### src/rtl/iddr_deser_pkg.sv
// Shared types and width helpers for the IDDR deserializer / word aligner.
package iddr_deser_pkg;

  // Alignment FSM states
  typedef enum logic [2:0] {
    ST_IDLE  = 3'd0,
    ST_CHECK = 3'd1,
    ST_SLIP  = 3'd2,
    ST_WAIT  = 3'd3,
    ST_DONE  = 3'd4,
    ST_FAIL  = 3'd5
  } align_state_e;

  // Match counter and post-slip word counter widths
  localparam int unsigned MCNT_W = 4;
  localparam int unsigned WCNT_W = 3;

  // Width of the slip offset s (0..width-1)
  function automatic int unsigned slip_w(input int unsigned width);
    return $clog2(width);
  endfunction

  // Width of the pair phase counter (0..width/2-1), never below one bit
  function automatic int unsigned ph_w(input int unsigned width);
    return ((width / 2) > 1) ? $clog2(width / 2) : 1;
  endfunction

  // Width of the slip-attempt counter, able to hold the value width
  function automatic int unsigned tries_w(input int unsigned width);
    return $clog2(width) + 1;
  endfunction

endpackage

### src/rtl/iddr_deser_align.sv
// Training-pattern alignment FSM: checks words, requests slips, reports lock or failure.
module iddr_deser_align
  import iddr_deser_pkg::*;
#(
  parameter int unsigned           WIDTH           = 8,
  parameter logic [WIDTH-1:0]      TRAIN_PATTERN   = WIDTH'(8'h5C),
  parameter int unsigned           MATCH_COUNT     = 4,
  parameter int unsigned           SLIP_WAIT_WORDS = 1
) (
  input  logic             clk_i,
  input  logic             rst_ni,
  input  logic             en_i,
  input  logic [WIDTH-1:0] word_i,
  input  logic             strobe_i,
  input  logic             align_start_i,
  input  logic             bitslip_i,
  output logic             slip_req_o,
  output logic             aligned_o,
  output logic             align_fail_o
);

  localparam int unsigned TW = tries_w(WIDTH);

  align_state_e        state_q;
  logic [MCNT_W-1:0]   mcnt_q;
  logic [TW-1:0]       tries_q;
  logic [WCNT_W-1:0]   wcnt_q;
  logic                aligned_q;
  logic                align_fail_q;
  logic                manual_ok_s;

  // Manual slips are only accepted while the FSM is not actively searching;
  // a simultaneous restart always takes priority over either slip source.
  assign manual_ok_s = (state_q == ST_IDLE) || (state_q == ST_DONE) || (state_q == ST_FAIL);
  assign slip_req_o  = !align_start_i &&
                       ((bitslip_i && manual_ok_s) || ((state_q == ST_SLIP) && en_i));
  assign aligned_o    = aligned_q;
  assign align_fail_o = align_fail_q;

  // FSM state, counters and registered status flags
  always_ff @(posedge clk_i or negedge rst_ni) begin
    if (!rst_ni) begin
      state_q      <= ST_IDLE;
      mcnt_q       <= '0;
      tries_q      <= '0;
      wcnt_q       <= '0;
      aligned_q    <= 1'b0;
      align_fail_q <= 1'b0;
    end else if (align_start_i) begin
      state_q      <= ST_CHECK;
      mcnt_q       <= '0;
      tries_q      <= '0;
      wcnt_q       <= '0;
      aligned_q    <= 1'b0;
      align_fail_q <= 1'b0;
    end else begin
      case (state_q)
        ST_IDLE: begin
          state_q <= ST_IDLE;
        end
        // Strobe only rises on an EN word cycle, so CHECK/WAIT need no EN gate;
        // gating them would drop a word whose strobe lands on the first stall cycle.
        ST_CHECK: begin
          if (strobe_i) begin
            if (word_i == TRAIN_PATTERN) begin
              mcnt_q <= mcnt_q + 4'd1;
              if ((mcnt_q + 4'd1) == MCNT_W'(MATCH_COUNT)) begin
                state_q   <= ST_DONE;
                aligned_q <= 1'b1;
              end
            end else begin
              mcnt_q  <= '0;
              state_q <= ST_SLIP;
            end
          end
        end
        ST_SLIP: begin
          if (en_i) begin
            tries_q <= tries_q + TW'(1);
            if ((tries_q + TW'(1)) == TW'(WIDTH)) begin
              state_q      <= ST_FAIL;
              align_fail_q <= 1'b1;
            end else if (SLIP_WAIT_WORDS == 0) begin
              state_q <= ST_CHECK;
            end else begin
              state_q <= ST_WAIT;
              wcnt_q  <= '0;
            end
          end
        end
        // Discard the words that straddle the old and new window position
        ST_WAIT: begin
          if (SLIP_WAIT_WORDS == 0) begin
            state_q <= ST_CHECK;
          end else if (strobe_i) begin
            if ((wcnt_q + 3'd1) == WCNT_W'(SLIP_WAIT_WORDS)) begin
              state_q <= ST_CHECK;
              wcnt_q  <= '0;
            end else begin
              wcnt_q <= wcnt_q + 3'd1;
            end
          end
        end
        ST_DONE: begin
          state_q <= ST_DONE;
        end
        ST_FAIL: begin
          state_q <= ST_FAIL;
        end
        default: begin
          state_q <= ST_IDLE;
        end
      endcase
    end
  end

endmodule

### src/rtl/iddr_deser.sv
// Deserializer for the IDDRE1 Q1/Q2 pair stream with a slip-selectable word window.
module iddr_deser
  import iddr_deser_pkg::*;
#(
  parameter int unsigned      WIDTH           = 8,
  parameter logic [WIDTH-1:0] TRAIN_PATTERN   = WIDTH'(8'h5C),
  parameter int unsigned      MATCH_COUNT     = 4,
  parameter int unsigned      SLIP_WAIT_WORDS = 1
) (
  input  logic                       C,
  input  logic                       RB,
  input  logic                       Q1,
  input  logic                       Q2,
  input  logic                       EN,
  input  logic                       BITSLIP,
  input  logic                       ALIGN_START,
  output logic [WIDTH-1:0]           DOUT,
  output logic                       DVALID,
  output logic                       ALIGNED,
  output logic                       ALIGN_FAIL,
  output logic [slip_w(WIDTH)-1:0]   SLIP_CNT
);

  localparam int unsigned     SW      = slip_w(WIDTH);
  localparam int unsigned     PW      = ph_w(WIDTH);
  localparam logic [PW-1:0]   PH_LAST = PW'(WIDTH / 2 - 1);
  localparam logic [SW-1:0]   S_LAST  = SW'(WIDTH - 1);

  // The largest window (s = WIDTH-1) reaches bit 2*WIDTH-2 of the shifted
  // 2*WIDTH-bit view, which only needs the newest 2*WIDTH-2 stored bits.
  logic [2*WIDTH-3:0] hist_q, hist_d;
  logic [2*WIDTH-1:0] hist_shift_s;
  logic [PW-1:0]      ph_q, ph_d;
  logic [SW-1:0]      slip_q, slip_d;
  logic [WIDTH-1:0]   dout_q, dout_d;
  logic               dvalid_q, dvalid_d;
  logic               word_cyc_s;
  logic               slip_req_s;

  // Shift in the new pair, advance the phase and capture the word window
  always_comb begin
    hist_shift_s = {hist_q, Q1, Q2};
    word_cyc_s   = EN && (ph_q == PH_LAST);
    hist_d       = hist_q;
    ph_d         = ph_q;
    dout_d       = dout_q;
    dvalid_d     = 1'b0;
    slip_d       = slip_q;
    if (EN) begin
      hist_d = hist_shift_s[2*WIDTH-3:0];
      ph_d   = (ph_q == PH_LAST) ? PW'(0) : (ph_q + PW'(1));
    end else begin
      hist_d = hist_q;
      ph_d   = ph_q;
    end
    if (word_cyc_s) begin
      dout_d   = WIDTH'(hist_shift_s >> slip_q);
      dvalid_d = 1'b1;
    end else begin
      dout_d   = dout_q;
      dvalid_d = 1'b0;
    end
    if (slip_req_s) begin
      slip_d = (slip_q == S_LAST) ? SW'(0) : (slip_q + SW'(1));
    end else begin
      slip_d = slip_q;
    end
  end

  // Datapath registers
  always_ff @(posedge C or negedge RB) begin
    if (!RB) begin
      hist_q   <= '0;
      ph_q     <= '0;
      slip_q   <= '0;
      dout_q   <= '0;
      dvalid_q <= 1'b0;
    end else begin
      hist_q   <= hist_d;
      ph_q     <= ph_d;
      slip_q   <= slip_d;
      dout_q   <= dout_d;
      dvalid_q <= dvalid_d;
    end
  end

  iddr_deser_align #(
    .WIDTH           (WIDTH),
    .TRAIN_PATTERN   (TRAIN_PATTERN),
    .MATCH_COUNT     (MATCH_COUNT),
    .SLIP_WAIT_WORDS (SLIP_WAIT_WORDS)
  ) u_align (
    .clk_i         (C),
    .rst_ni        (RB),
    .en_i          (EN),
    .word_i        (dout_q),
    .strobe_i      (dvalid_q),
    .align_start_i (ALIGN_START),
    .bitslip_i     (BITSLIP),
    .slip_req_o    (slip_req_s),
    .aligned_o     (ALIGNED),
    .align_fail_o  (ALIGN_FAIL)
  );

  assign DOUT     = dout_q;
  assign DVALID   = dvalid_q;
  assign SLIP_CNT = slip_q;

endmodule

### config.mk
export PLATFORM = sky130hd
export DESIGN_NAME = iddr_deser
export DESIGN_NICKNAME = d
export VERILOG_FILES = /design/src/rtl/iddr_deser_pkg.sv /design/src/rtl/iddr_deser_align.sv /design/src/rtl/iddr_deser.sv
export SDC_FILE = /design/constraint.sdc
export NUM_CORES = 1
export LEC_CHECK = 0
export BUFFER_PORTS_ARGS = -buffer_cell sky130_fd_sc_hd__buf_2
export CORE_ASPECT_RATIO = 1.5
export CORE_MARGIN = 1
export CORE_UTILIZATION = 49
export CTS_BUF_LIST = sky130_fd_sc_hd__clkbuf_8
export DETAILED_ROUTE_END_ITERATION = 16
export PLACE_DENSITY = 0.74
export SLEW_MARGIN = 20
export SYNTH_ARGS = -nofsm -noshare
export SYNTH_HDL_FRONTEND = slang
export SYNTH_SLANG_ARGS = --single-unit
### constraint.sdc
create_clock -name C -period 2.3 [get_ports C]
set_input_delay 0.23 -clock C [delete_from_list [all_inputs] [get_ports C]]
set_output_delay 0.23 -clock C [all_outputs]
set_load 0.1 [all_outputs]
# Word level (Yosys, flattened, before mapping)
# Cells that the tools add are included.
# op_classes
add_sub_neg,5
eq_ne,17
shifts,1
n_mux,34
n_reduce_logical,23
# ops
cell,n
3-bit 2-to-1 mux,14
4-bit 2-to-1 mux,7
16-bit by 3-bit >> shifter with 8-bit output,1
3-bit case mux with 5 select lines,1
2-bit nonzero test,7
"3-bit != test, second input constant",4
1-bit 2-to-1 mux,10
"3-bit == test, second input constant",3
"4-bit by 1-bit adder with 4-bit output, second input constant",2
"8-bit by 7-bit == test with 1-bit output, second input constant",1
4-bit AND reduction,2
"3-bit by 1-bit adder with 3-bit output, second input constant",2
"3-bit by 1-bit == test with 1-bit output, second input constant",2
"3-bit by 2-bit == test with 1-bit output, second input constant",2
3-bit case mux with 2 select lines,1
5-bit AND reduction,1
"4-bit by 3-bit == test with 1-bit output, second input constant",1
"4-bit == test, second input constant",1
1-bit logical AND,4
"4-bit != test, second input constant",1
2-bit AND reduction,2
3-bit zero test,1
1-bit logical OR,3
"3-bit by 2-bit != test with 1-bit output, second input constant",1
other kinds (6),6
# word_totals
regBits,44
out_inout_bits,14

# Logic depth before layout (Yosys ltp)
# Gate-level depths: netlist of run 1.
# depth
depth_word,7
ltp_mapped,7
mapped_depth_nobuf,6

# By module
# A second synthesis of run 1 with hierarchy kept.
# unflattened
hier_cells,220
area_unflattened_um2,2658.8
# modules_own_cells
module,instances,cells_each,area_each_um2,seq_area_each_um2
iddr_deser,1,106,1480.2,675.6
iddr_deser_align,1,114,1178.6,400.4

# Worst setup path before layout of run 1
# No wires, ideal clock.
# synth_path
path_type,register to register
from,"register slip_q[1], in the netlist SLIP_CNT[1]"
to,"register dout_q[5], in the netlist DOUT[5]"
setup_ns,0.137
arrival_time_ns,2.012
required_ns,2.163
slack_ns,0.151
path_stages_with_launch,8
synth_period_minus_slack_ns,2.149
cell_sequence,dfrtp_1 buf_4 buf_8 mux2_2 nand2_1 o21ai_0 a21oi_1 a21oi_1
# synth_between
elab_chain_len,1
# synth_lines
element,line,text
from (decl),iddr_deser.sv:34,"logic [SW-1:0] slip_q, slip_d;"
from (signal assigned),iddr_deser.sv:81,slip_q <= slip_d;
16-bit by 3-bit >> shifter with 8-bit output,iddr_deser.sv:57,dout_d = WIDTH'(hist_shift_s >> slip_q);
to (signal assigned),iddr_deser.sv:82,dout_q <= dout_d;
to (decl),iddr_deser.sv:35,"logic [WIDTH-1:0] dout_q, dout_d;"
# No other way between the ends.
# A chain may end at the register's enable or synchronous reset.

# Worst setup path in the final report of run 1
# layout_path
from,"register slip_q[1], in the netlist SLIP_CNT[1]"
to,output port SLIP_CNT[1]
# layout_lines
element,line,text
to (decl),iddr_deser.sv:21,output logic [slip_w(WIDTH)-1:0] SLIP_CNT
# No word-level cell between the ends.

==> impl.org, run 1 <==
** CTS
- Insertion delay of the later-clocked pin in the worst-skew pair :: about 0.30 ns
- The number of setup buffers added after CTS is 0.
- Number of buffers on the longest clock path :: 2
- Number of gates given a new drive strength after cts :: 0
- Root Buffer :: clkbuf_8
- Num CTS Buffers :: 5
- CTS built an H-tree with a depth of 2.
- Clock Sink Count :: 43
- After clock tree synthesis, the clock-pin slew on the worst setup and hold paths is 0.08 ns.
- TritonCTS built the clock tree.

** Setup path
- In this design, the stage delay of the slowest critical-path cell is 0.80 ns.
- Startpoint of the worst-slack reg-to-reg timing path :: u_align.mcnt_q[0]
- Together, buffers and inverters on the worst path number 1.
- STA puts the critical path data required time at 2.07 ns.
- Path type of the worst setup path :: flip-flop to primary output
- STA classifies the critical path endpoint as a primary output.
- Along the worst path, the maximum fanout reaches 16.
- Cells traversed along the worst timing path :: buf_2
- Critical path's top delay family :: flip-flops
- Critical path launch point type :: flip-flop
- Endpoint arrival time on the critical path :: between 1.5 and 2 ns
- Internal reg-to-reg setup slack :: 0.51 ns
- On the critical path, the stage with the largest delay is an instance of dfrtp_1.
- In this run the worst setup path begins at SLIP_CNT[1].

** Synth
- After technology mapping, the gate count stands at 220.
- Async SR Flop Fraction :: 1.00
- The synthesized design spends more area on one cell type than any other, namely dfrtp_1.
- Counting every net in the synthesized netlist gives approximately 240.
- The most used flip-flop cell after synthesis is dfrtp_1.
- Number of flops mapped to enable cells by yosys :: 0
- Number of library cell types mapped by synthesis :: 46
- Netlist Area Pre-Place :: 2470 µm²
- The share of synthesized area in the top cell type comes to 0.436.
- The commonest cells after synthesis are dfrtp_1, nor2_1, mux2_2, mux2i_1, a21oi_1.
- The synthesized design contains 43 register bits.
- Most frequently used cell type in the post-synthesis netlist :: dfrtp_1
- Part of the Yosys area used for sequential elements :: 0.436
- A synthesized cell averages about 11 µm².
- By area the synthesized netlist is led by dfrtp_1, mux2_2, mux2i_1.
- The Yosys step of the flow raised 0 warnings.

** Layout
- Area used by multi-input combinational logic :: 1270 µm²
- Across the whole layout, storage elements account for 1080 µm².
- For this run, the share of the core covered by cells in the final layout is 0.556.
- Proportion of layout cells with a drive suffix above 1 :: 0.277
- Final layout net count :: 254
- After filler insertion, the fill cell instance count of the layout stands at 442.
- The repair_antennas step left the layout with diodes totalling 0.
- Relative to the synthesized area, the layout overhead comes to 9.28%.

** Placement
- Final HPWL from detailed placement :: ~3300 µm
- The count of buffers added on input and output ports is 20.
- The congestion estimate from routability-driven global placement came to approximately 0.84.

** Worst hold path
- In this run the most critical hold path is launched from Q2.
- Path class of the lowest-slack min-delay path :: input port to flip-flop

** Timing
- The max-slew violation count came to 0.
- Setup repair after global routing left no endpoint under its margin.
- Setup violations remaining at the end of the flow were counted as 0.
- Setup total negative slack on the finished layout was measured at 0 ns.
- Shortest period the worst path allows :: 1.89 ns
- Skew final :: between 0.005 and 0.006 ns
- The final hold violation count is 0.
- At the pin with the least slew margin, the transition time is 0.697 ns.
- Static timing analysis puts the maximum clock frequency at 530 MHz.
- Normalized max-slew margin :: 0.535
- Ratio of final minimum period to clock period :: 0.820

** Die
- I/O pins :: 21
- Initial Util :: 0.509
- From left edge to right edge, the die measures 59.9 µm.
- In this run the core area contains 31 standard-cell rows.
- The die covers 5330 µm².
- Vertical die dimension :: just under 90 µm
- Core area :: about 4800 µm²

** Route
- TritonRoute pass-1 iters :: 4
- In this run, the number of DRC markers left after iteration 0 of detailed routing was 73.
- Per-cell routed wire length :: 14.8 µm
- Number of vias per cell :: 5.51
- Vias :: 1675
- ANT nets after route :: 0
- In the routed design, unresolved DRC markers number 0.
- After detailed routing, the total wire length is 4500 µm.

** Global routing
- Initial antenna violation count :: 0
- Total routing resource utilization after global routing :: 0.191
- For met3 alone, demand over resource in global routing was 0.0395.
- Global-route congestion overflow total :: 0
- Entering global routing, the biggest net connects 23 pins.
- For met2 alone, demand over resource in global routing was 0.340.
- First-pass GRT wire length :: 7530 µm
- Met1 demand-to-capacity share in global routing :: 0.222
- The global routing stage identified its most utilized layer as met2.
- Via count of the first global-routing pass :: 1625

** Job
- Across the run, the number of max-cap violations was 0.

** Power and ir drop
- Static leakage power :: 1.21 nW
- Power density of the placed cells :: between 1000 and 1500 nW/µm²
- Worst vdd ir :: 0.000712 V

** Status
- The run finished with clean final reports.
## logic make-up (layout without fill, tap and decap cells)
logic type,count (synthesis),count (layout),synth area share
simple gates,63,63,0.143
flops,43,43,0.436
mux,42,42,0.201
compound gates,39,39,0.111
buf+inv,20,38,0.0477
fa+ha+maj,10,10,0.0507
xor+xnor,3,3,0.0107
## stage by stage
stage	std cells	hold WS (ns)	cell area, µm²	total power (W)	setup slack [ns]
4_1_cts	304	0.170	2700	0.00364	0.406
2_1_floorplan	220	-0.0656	2470	0.00279	0.151
3_3_place_gp	295	0.224	2570	0.00301	0.538
5_1_grt	304	0.175	2700	0.00381	0.360
6_report	304	0.181	2700	0.00360	0.414
3_5_place_dp	295	0.234	2570	0.00304	0.518
## metal layers
| layer | up-vias | wire [µm] |
|---|---|---|
| met1 | 826 | 1900 |
| met5 | - | 0 |
| li1 | 822 | - |
| met2 | 21 | 2380 |
| met4 | 0 | 72 |
| met3 | 6 | 144 |
## repair_timing
item,in CTS,in global routing
endpoints found under the setup margin,0,0
endpoints found under the hold margin,20,0
hold buffers,1,0
## layout by cell type, fill, tap and decap left out, types with 2 or more instances in the layout
master     netlist  routed
mux4_2           4       4
a21oi_1         15      15
nor3_1           2       2
mux2i_1         17      17
nand3_1          4       4
buf_4            1       2
buf_2            4      20
nand2_1          7       7
xor2_1           2       2
nor2b_1          4       4
inv_1            6       6
ha_1            10      10
mux2_2          21      21
nor2_1          27      27
nor3b_1          3       3
clkbuf_8         0       5
o21ai_0         11      11
nand4bb_1        2       2
dfrtp_1         43      43
and3b_1          2       2
and4bb_2         3       3
a21boi_0         2       2
## state kept, by name, indices dropped and copies added (netlist names)
name and flops:
u_align.mcnt_q 4, SLIP_CNT 3, DOUT 8, u_align.tries_q 4, u_align.wcnt_q 3, ph_q 2
hist_q 13, DVALID 1, u_align.align_fail_o 1, u_align.state_q 3, u_align.aligned_o 1
## worst paths after layout
path / to / cells after the start
setup / recovery: SLIP_CNT[1] / 1
hold / removal: hist_q[0] / 2
setup reg to reg: u_align.state_q[0] / 6
hold reg to reg: hist_q[11] / 1
max in group asynchronous: DOUT[5] / 3
min in group asynchronous: DOUT[3] / 2
## where the power goes
group | switching [W] | total [W] | internal (W) | leakage [nW]
Combinational | 0.00116 | 0.00176 | 0.000597 | 0.616
Clock | 0.000268 | 0.000592 | 0.000323 | 0.0581
Sequential | 0.000303 | 0.00125 | 0.000949 | 0.535
Total | 0.00174 | 0.00360 | 0.00187 | 1.21
## layout make-up
cell class,instances,area share
multi-input combinational,157,0.472
sequential,43,0.399
timing repair buffer,23,0.0464
tap,66,0.0306
clock buffer,5,0.0255
clock inverter,3,0.0162
inverter,7,0.00975
Power figures use the tool's default switching activity.
==> inputs of run 2 (changes only) <==
--- a/config.mk
+++ b/config.mk
@@ -11,7 +11,7 @@
 export CORE_UTILIZATION = 49
 export CTS_BUF_LIST = sky130_fd_sc_hd__clkbuf_8
 export DETAILED_ROUTE_END_ITERATION = 16
-export PLACE_DENSITY = 0.74
+export PLACE_DENSITY = 0.76
 export SLEW_MARGIN = 20
 export SYNTH_ARGS = -nofsm -noshare
 export SYNTH_HDL_FRONTEND = slang
==> constraint.sdc (replaced) <==
create_clock -name C -period 1.65 [get_ports C]
set_input_delay 0.165 -clock C [delete_from_list [all_inputs] [get_ports C]]
set_output_delay 0.165 -clock C [all_outputs]
set_load 0.1 [all_outputs]
==> run 2 against run 1 <==
Compared with the run above: die area stayed put; core utilization up 5.0 points; setup slack worse by 0.38 ns; non-clock buffer count is 16 higher; hold slack got worse by 0.055 ns; clock skew is 0.0029 ns higher; first-iteration DRC count up 42%; combinational power rose by 52%; critical path type is now flip-flop to flip-flop; largest power group unchanged.
==> impl.org, run 2 (synthesis gave the netlist of run 1 again) <==
** Timing
- The final hold violation count came to 0.
- Final Setup Violations :: 0
- At the pin with the least slew margin, the transition time is around 0.5 ns.
- Setup repair after global routing could not meet its margin everywhere.
- In the finished design, the share of the clock period the worst path needs comes to 0.977.
- Maximum clock frequency :: 620 MHz
- For the final database, setup skew stands at 0.00871 ns.
- Setup TNS :: 0 ns
- Number of max-slew violations in the final report :: 0
- Counting I/O delays and the setup requirement, the final critical path takes around 1.6 ns.
- Normalized max-slew margin :: 0.664

** Worst hold path
- Path class of the lowest-slack min-delay path :: input port to flip-flop
- Hold Crit Start :: Q1

** Setup path
- Data on the critical path arrives at its endpoint at about 1.8 ns.
- Highest net fanout along the worst path :: 5
- Path type of the worst setup path :: flip-flop to flip-flop
- Crit path required time :: approximately 1.8 ns
- In this run the critical register-to-register path is launched from u_align.mcnt_q[1].
- Element type at the critical path end :: flip-flop
- Critical path launch point type :: flip-flop
- In this run the worst setup path begins at u_align.mcnt_q[1].

** CTS
- CTS built an H-tree with a depth of 2.
- The clock passes through at most 2 buffers.
- Clock-pin slew was measured on the worst setup and hold paths at 0.08 ns.
- Num CTS Buffers :: 5
- Clock tree from TritonCTS :: built
- Counting every sink on the clock net gives 43.
- Insertion delay of the later-clocked pin in the worst-skew pair :: about 0.3 ns
- In this run the clock root is driven by a clkbuf_8.

** Status
- The run finished with clean final reports.

** Route
- The count of nets left with antenna violations once routing finished came out at 0.
- In the routed design, unresolved DRC markers number 0.
- Total length of routed wires :: 4910 µm
- Number of vias per cell :: 5.60
- Initial DRC Count :: 104
- Before antenna repair, the detailed router went through 4 iterations.
- Vias :: around 1.8k
- After detailed routing, the average wire length per cell comes to ~15 µm.

** Power and ir drop
- Total Power :: 0.00525 W
- The worst-case IR drop observed on VDD is 0.00103 V.
- Power density of the placed cells :: 1790 nW/µm²
- Static leakage power :: 1.29 nW

** Global routing
- Total routing resource utilization after global routing :: 0.205
- Initial antenna violation count :: 0
- Largest net degree at the start of global routing :: 44
- Via count of the first global-routing pass :: 1809
- Summed over all layers, the global routing overflow is 0.
- The first global-routing pass estimated between 8000 and 9000 µm of wire.

** Placement
- Cell Count Post-Placement :: 306
- Detailed placement ended at an HPWL of ~3400 µm.
- Buffers placed on the I/O ports in this run total 20.
- GPL Wtd Cong :: 0.800

** Layout
- Final layout net count :: 270
- After the flow finishes, the layout carries non-filler instances totaling 320.
- Most used cells in the layout excluding fill and tap cells :: dfrtp_1, nor2_1, buf_2, mux2_2, mux2i_1
- Compared with the post-synthesis result, the final layout area differs by 19.2%.
- The number of antenna diodes in the final layout is 0.
- Core occupancy in the finished layout :: 0.606
- The library cell used most frequently in the layout, excluding fill and tap cells, is dfrtp_1.
- The register with the most flip-flops in the layout has 13 of them.
- Counting flops per register, the top entry is hist_q.
- Proportion of layout cells with a drive suffix above 1 :: 0.406

** Die
- After floorplanning, the core was sized to cover 4850 µm².
- In this run the count of I/O pins placed on the die edge is 21.
- DIE AREA :: 5330 µm²
- Initial Util :: 0.509
- X dimension of the die :: 59.9 µm
- Placement Rows :: 31
- Measured along the y axis, the die boundary spans 88.9 µm.

** Job
- Across the run, the number of max-cap violations was 0.
-- run 2: power breakdown --
part	total (W)	leakage [nW]	internal, W	switching (W)
clock network	0.000729	0.0557	0.000376	0.000353
logic	0.00267	0.718	0.000978	0.00169
registers	0.00186	0.521	0.00140	0.000458
-- run 2: worst max-delay path: stages (launching register included) --
cell	delay, ns
dfrtp_1	0.40
buf_6	0.14
a21boi_1	0.29
o31ai_4	0.13
o221a_4	0.25
o21ai_0	0.07
a21bo_2	0.23
-- run 2: cell type report --
| class | count | area (µm²) |
|---|---|---|
| flip-flops and latches | 43 | 1110 |
| inverters | 7 | 26.3 |
| repair buffers | 39 | 265 |
| clock inverters | 1 | 3.75 |
| well taps | 66 | 82.6 |
| fillers | 406 | 1910 |
| clock buffers | 7 | 96.3 |
| multi-input cells | 157 | 1350 |
-- run 2: what timing repair did --
item / 4_1_cts / 5_1_grt
resized for setup: 7 / 13
endpoints found under the hold margin: 43 / 0
hold buffers: 1 / 0
pin swaps: 3 / 6
setup buffers: 3 / 2
endpoints found under the setup margin: 2 / 8
-- run 2: path summary, 6_finish.rpt --
path,endpoint,slack (ns),cells after the start
worst max-delay path,u_align.state_q[0],0.04,6
worst min-delay path,hist_q[1],0.13,2
worst max register to register,u_align.state_q[0],0.04,6
worst min register to register,hist_q[12],0.51,1
max in group asynchronous,DOUT[7],1.04,3
min in group asynchronous,u_align.wcnt_q[1],0.36,3
-- run 2: layer usage --
layer  vias up  wire, µm  track usage
met5         -         0            0
met4         0        97       0.0846
met3        10       165       0.0468
met2        33      2670        0.371
met1       892      1980        0.224
li1        856         -            -
-- run 2: metrics by stage --
stage	setup WS [ns]	area [µm²]	hold slack, ns
floorplan	-0.0515	2510	-0.131
global placement	0.0156	2710	0.160
detailed placement	-0.0309	2710	0.161
CTS	0.00845	2860	0.118
global route	-0.0265	2940	0.129
finish	0.0382	2940	0.127
==> inputs of run 3 (changes only) <==
==> constraint.sdc (replaced) <==
create_clock -name C -period 1.65 [get_ports C]
set_input_delay 0.165 -clock C [delete_from_list [all_inputs] [get_ports C]]
set_output_delay 0.165 -clock C [all_outputs]
set_load 0.01 [all_outputs]
==> run 3 against run 2 <==
Compared with the run above: maximum frequency decreased by 1.3%; first-iteration DRC count decreased by 42%; cell area down 1.4%; sequential power shrank 11%; count of clock-buffer cells in the layout down 2; wire length decreased by 4.3%.
==> impl.org, run 3 (synthesis gave the netlist of run 1 again) <==
** CTS
- Clock latency on the worst-skew pair, taken at its later pin, is 0.30 ns.
- Num CTS Buffers :: 5
- Number of buffers on the longest clock path :: 2
- TritonCTS built the clock tree.
- Clock edge transition at the registers on the reported setup and hold paths :: 0.08 ns
- Root Buffer :: clkbuf_8
- Clock H-tree levels :: 2
- The clock drives 43 sinks.

** Die
- The die is around 89 µm tall.
- The total area inside the core boundary comes to slightly below 5000 µm².
- In this run the horizontal extent of the chip is 59.9 µm.
- Initial Util :: 0.509
- Placement Rows :: 31
- 21 I/O pins were placed.
- The floorplan step defined a die boundary enclosing 5330 µm².

** Power and ir drop
- Dividing total power by cell area gives a power density of 1420 nW/µm².
- The design draws 0.00411 W.
- In this run the static leakage power is 1.30 nW.
- Worst vdd ir :: approximately 0.00077 V

** Setup path
- Critical path's top delay family :: compound AO/OA/AOI/OAI gates
- Data on the critical path arrives at its endpoint at around 1.8 ns.
- Max incr delay on CP :: 0.46 ns
- The worst setup path is launched from a flip-flop.
- Path type of the worst setup path :: flip-flop to flip-flop
- Startpoint of the worst-slack reg-to-reg timing path :: u_align.mcnt_q[0]
- Crit path required time :: 1.85 ns
- The largest individual stage delay along the critical path comes from the cell dfrtp_2.
- Element type at the critical path end :: flip-flop
- Highest net fanout along the worst path :: 6
- In this run the worst setup path begins at u_align.mcnt_q[0].
- Number of buffer and inverter instances along the worst setup path :: 0
- Walking the worst path, the cells encountered are ha_4 -> nand3b_1 -> o31ai_4 -> o221a_4 -> o21ai_2 -> a21bo_2.

** Worst hold path
- Hold Crit Start :: Q1
- Path class of the lowest-slack min-delay path :: input port to flip-flop

** Route
- Total length of routed wires :: 4700 µm
- TritonRoute pass-1 iters :: 4
- In this run, the number of DRC markers left after iteration 0 of detailed routing was 60.
- For this block, the via count after detailed routing is about 1.7k.
- Count of unresolved DRC violations after routing :: 0
- Number of vias per cell :: 5.35
- Dividing the detail-routed wire length by the instance count gives 14.5 µm.
- The count of nets left with antenna violations once routing finished came out at 0.

** Layout
- The final layout contains 273 nets.
- In the final layout, the multi-input gates occupy roughly 1300 µm².
- Most used cells in the layout excluding fill and tap cells :: dfrtp_1, nor2_1, mux2_2, buf_2, buf_4
- The register with the most flip-flops in the layout has 13 of them.
- Summing all flip-flop and latch instances after layout gives ~1100 µm².
- Most common cell after layout, fill and taps aside :: dfrtp_1
- Of the cells placed in the final design, the portion with a size suffix greater than 1 is 0.370.
- Largest register by flop count :: hist_q
- Compared with the post-synthesis result, the final layout area differs by 17.5%.
- The number of antenna diodes in the final layout is 0.
- Filler cell count :: 407

** Timing
- Skew final :: about 0.008 ns
- The worst path needs roughly 1.6 ns of the cycle, external delays included.
- After layout, the worst setup slack is 0.0165 ns.
- Setup repair after global routing could not meet its margin everywhere.
- The max-slew violation count is 0.
- Ratio of final minimum period to clock period :: 0.990
- Maximum clock frequency :: 612 MHz
- Hold violation total from the final report :: 0
- Headroom to the max-slew limit came out at 0.660.
- For the pin with the worst max-slew slack, the measured transition is roughly 0.5 ns.
- Setup violations remaining at the end of the flow were counted as 0.

** Status
- Status :: complete, no violations

** Placement
- GPL Wtd Cong :: ~0.81
- PortBufs :: 20
- Once detailed placement completed, the half-perimeter wirelength came to 3400 µm.
- Before CTS, the worst setup slack after placement is -0.0703 ns.

** Global routing
- Initial antenna violation count :: 0
- Global-route congestion overflow total :: 0
- Via count of the first global-routing pass :: 1643
- Entering global routing, the biggest net connects 26 pins.
- Total routing resource utilization after global routing :: 0.192
- First-pass GRT wire length :: 7530 µm

** Job
- Max-cap violations :: 0
-- run 3: cell types whose count changed in the layout (fill, tap and decap cells not counted), moves of 2 or more --
cell,change
dfrtp_1,+10
dfrtp_4,-8
mux2_2,+4
mux2_4,-4
buf_4,+3
clkbuf_8,-2
dfrtp_2,-2
o21ai_0,-2
-- run 3: where the power goes --
part	internal, W	leakage (nW)	switching, W
combinational	0.000993	0.726	0.000826
sequential	0.00133	0.528	0.000324
clock	0.000285	0.0505	0.000354
total	0.00261	1.30	0.00150
-- run 3: what timing repair did --
action,in CTS,in global routing
gates resized for setup,3,15
buffers inserted,3,4
setup endpoints to repair,4,6
hold endpoints to repair,18,0
pin swaps,4,6
hold buffers,1,0
-- run 3: per-stage QoR --
step	hold WS, ns	instances	utilization	instance area [µm²]	TNS [ns]
global placement	0.146	307	0.555	2690	0
CTS	0.113	319	0.579	2810	-0.00731
global route	0.123	323	0.598	2900	-0.194
finish	0.115	323	0.598	2900	0
detailed placement	0.151	307	0.555	2690	-0.0703
floorplan	-0.131	220	-	2470	0
-- run 3: worst paths after layout --
kind / endpoint / slack, ns / depth (start not counted)
worst min register to register: u_align.align_fail_o / 0.50 / 2
worst max-delay path: u_align.state_q[0] / 0.02 / 6
worst min-delay path: hist_q[1] / 0.11 / 2
max in group asynchronous: u_align.mcnt_q[1] / 0.82 / 3
worst max register to register: u_align.state_q[0] / 0.02 / 6
min in group asynchronous: u_align.wcnt_q[2] / 0.34 / 2
-- run 3: worst register-to-register path, cell delays in order, from the launching register on --
cell and delay, ns:
dfrtp_2 0.46, ha_4 0.18, nand3b_1 0.19, o31ai_4 0.22
o221a_4 0.25, o21ai_2 0.05, a21bo_2 0.19
-- run 3: cell type report --
type / instances / share of cell area
Clock buffer: 5 / 0.0237
Clock inverter: 3 / 0.00432
Inverter: 7 / 0.00907
Multi-Input combinational cell: 157 / 0.459
Sequential cell: 43 / 0.373
Tap cell: 66 / 0.0285
Timing Repair Buffer: 42 / 0.102
-- run 3: routing by layer --
metal | up-vias | share of wire | global-route usage | routed length [µm]
li1 | 862 | - | - | -
met3 | 8 | 0.024 | 0.0380 | 111
met1 | 838 | 0.40 | 0.218 | 1880
met2 | 20 | 0.56 | 0.341 | 2620
met5 | - | 0 | 0 | 0
met4 | 0 | 0.019 | 0.0803 | 87
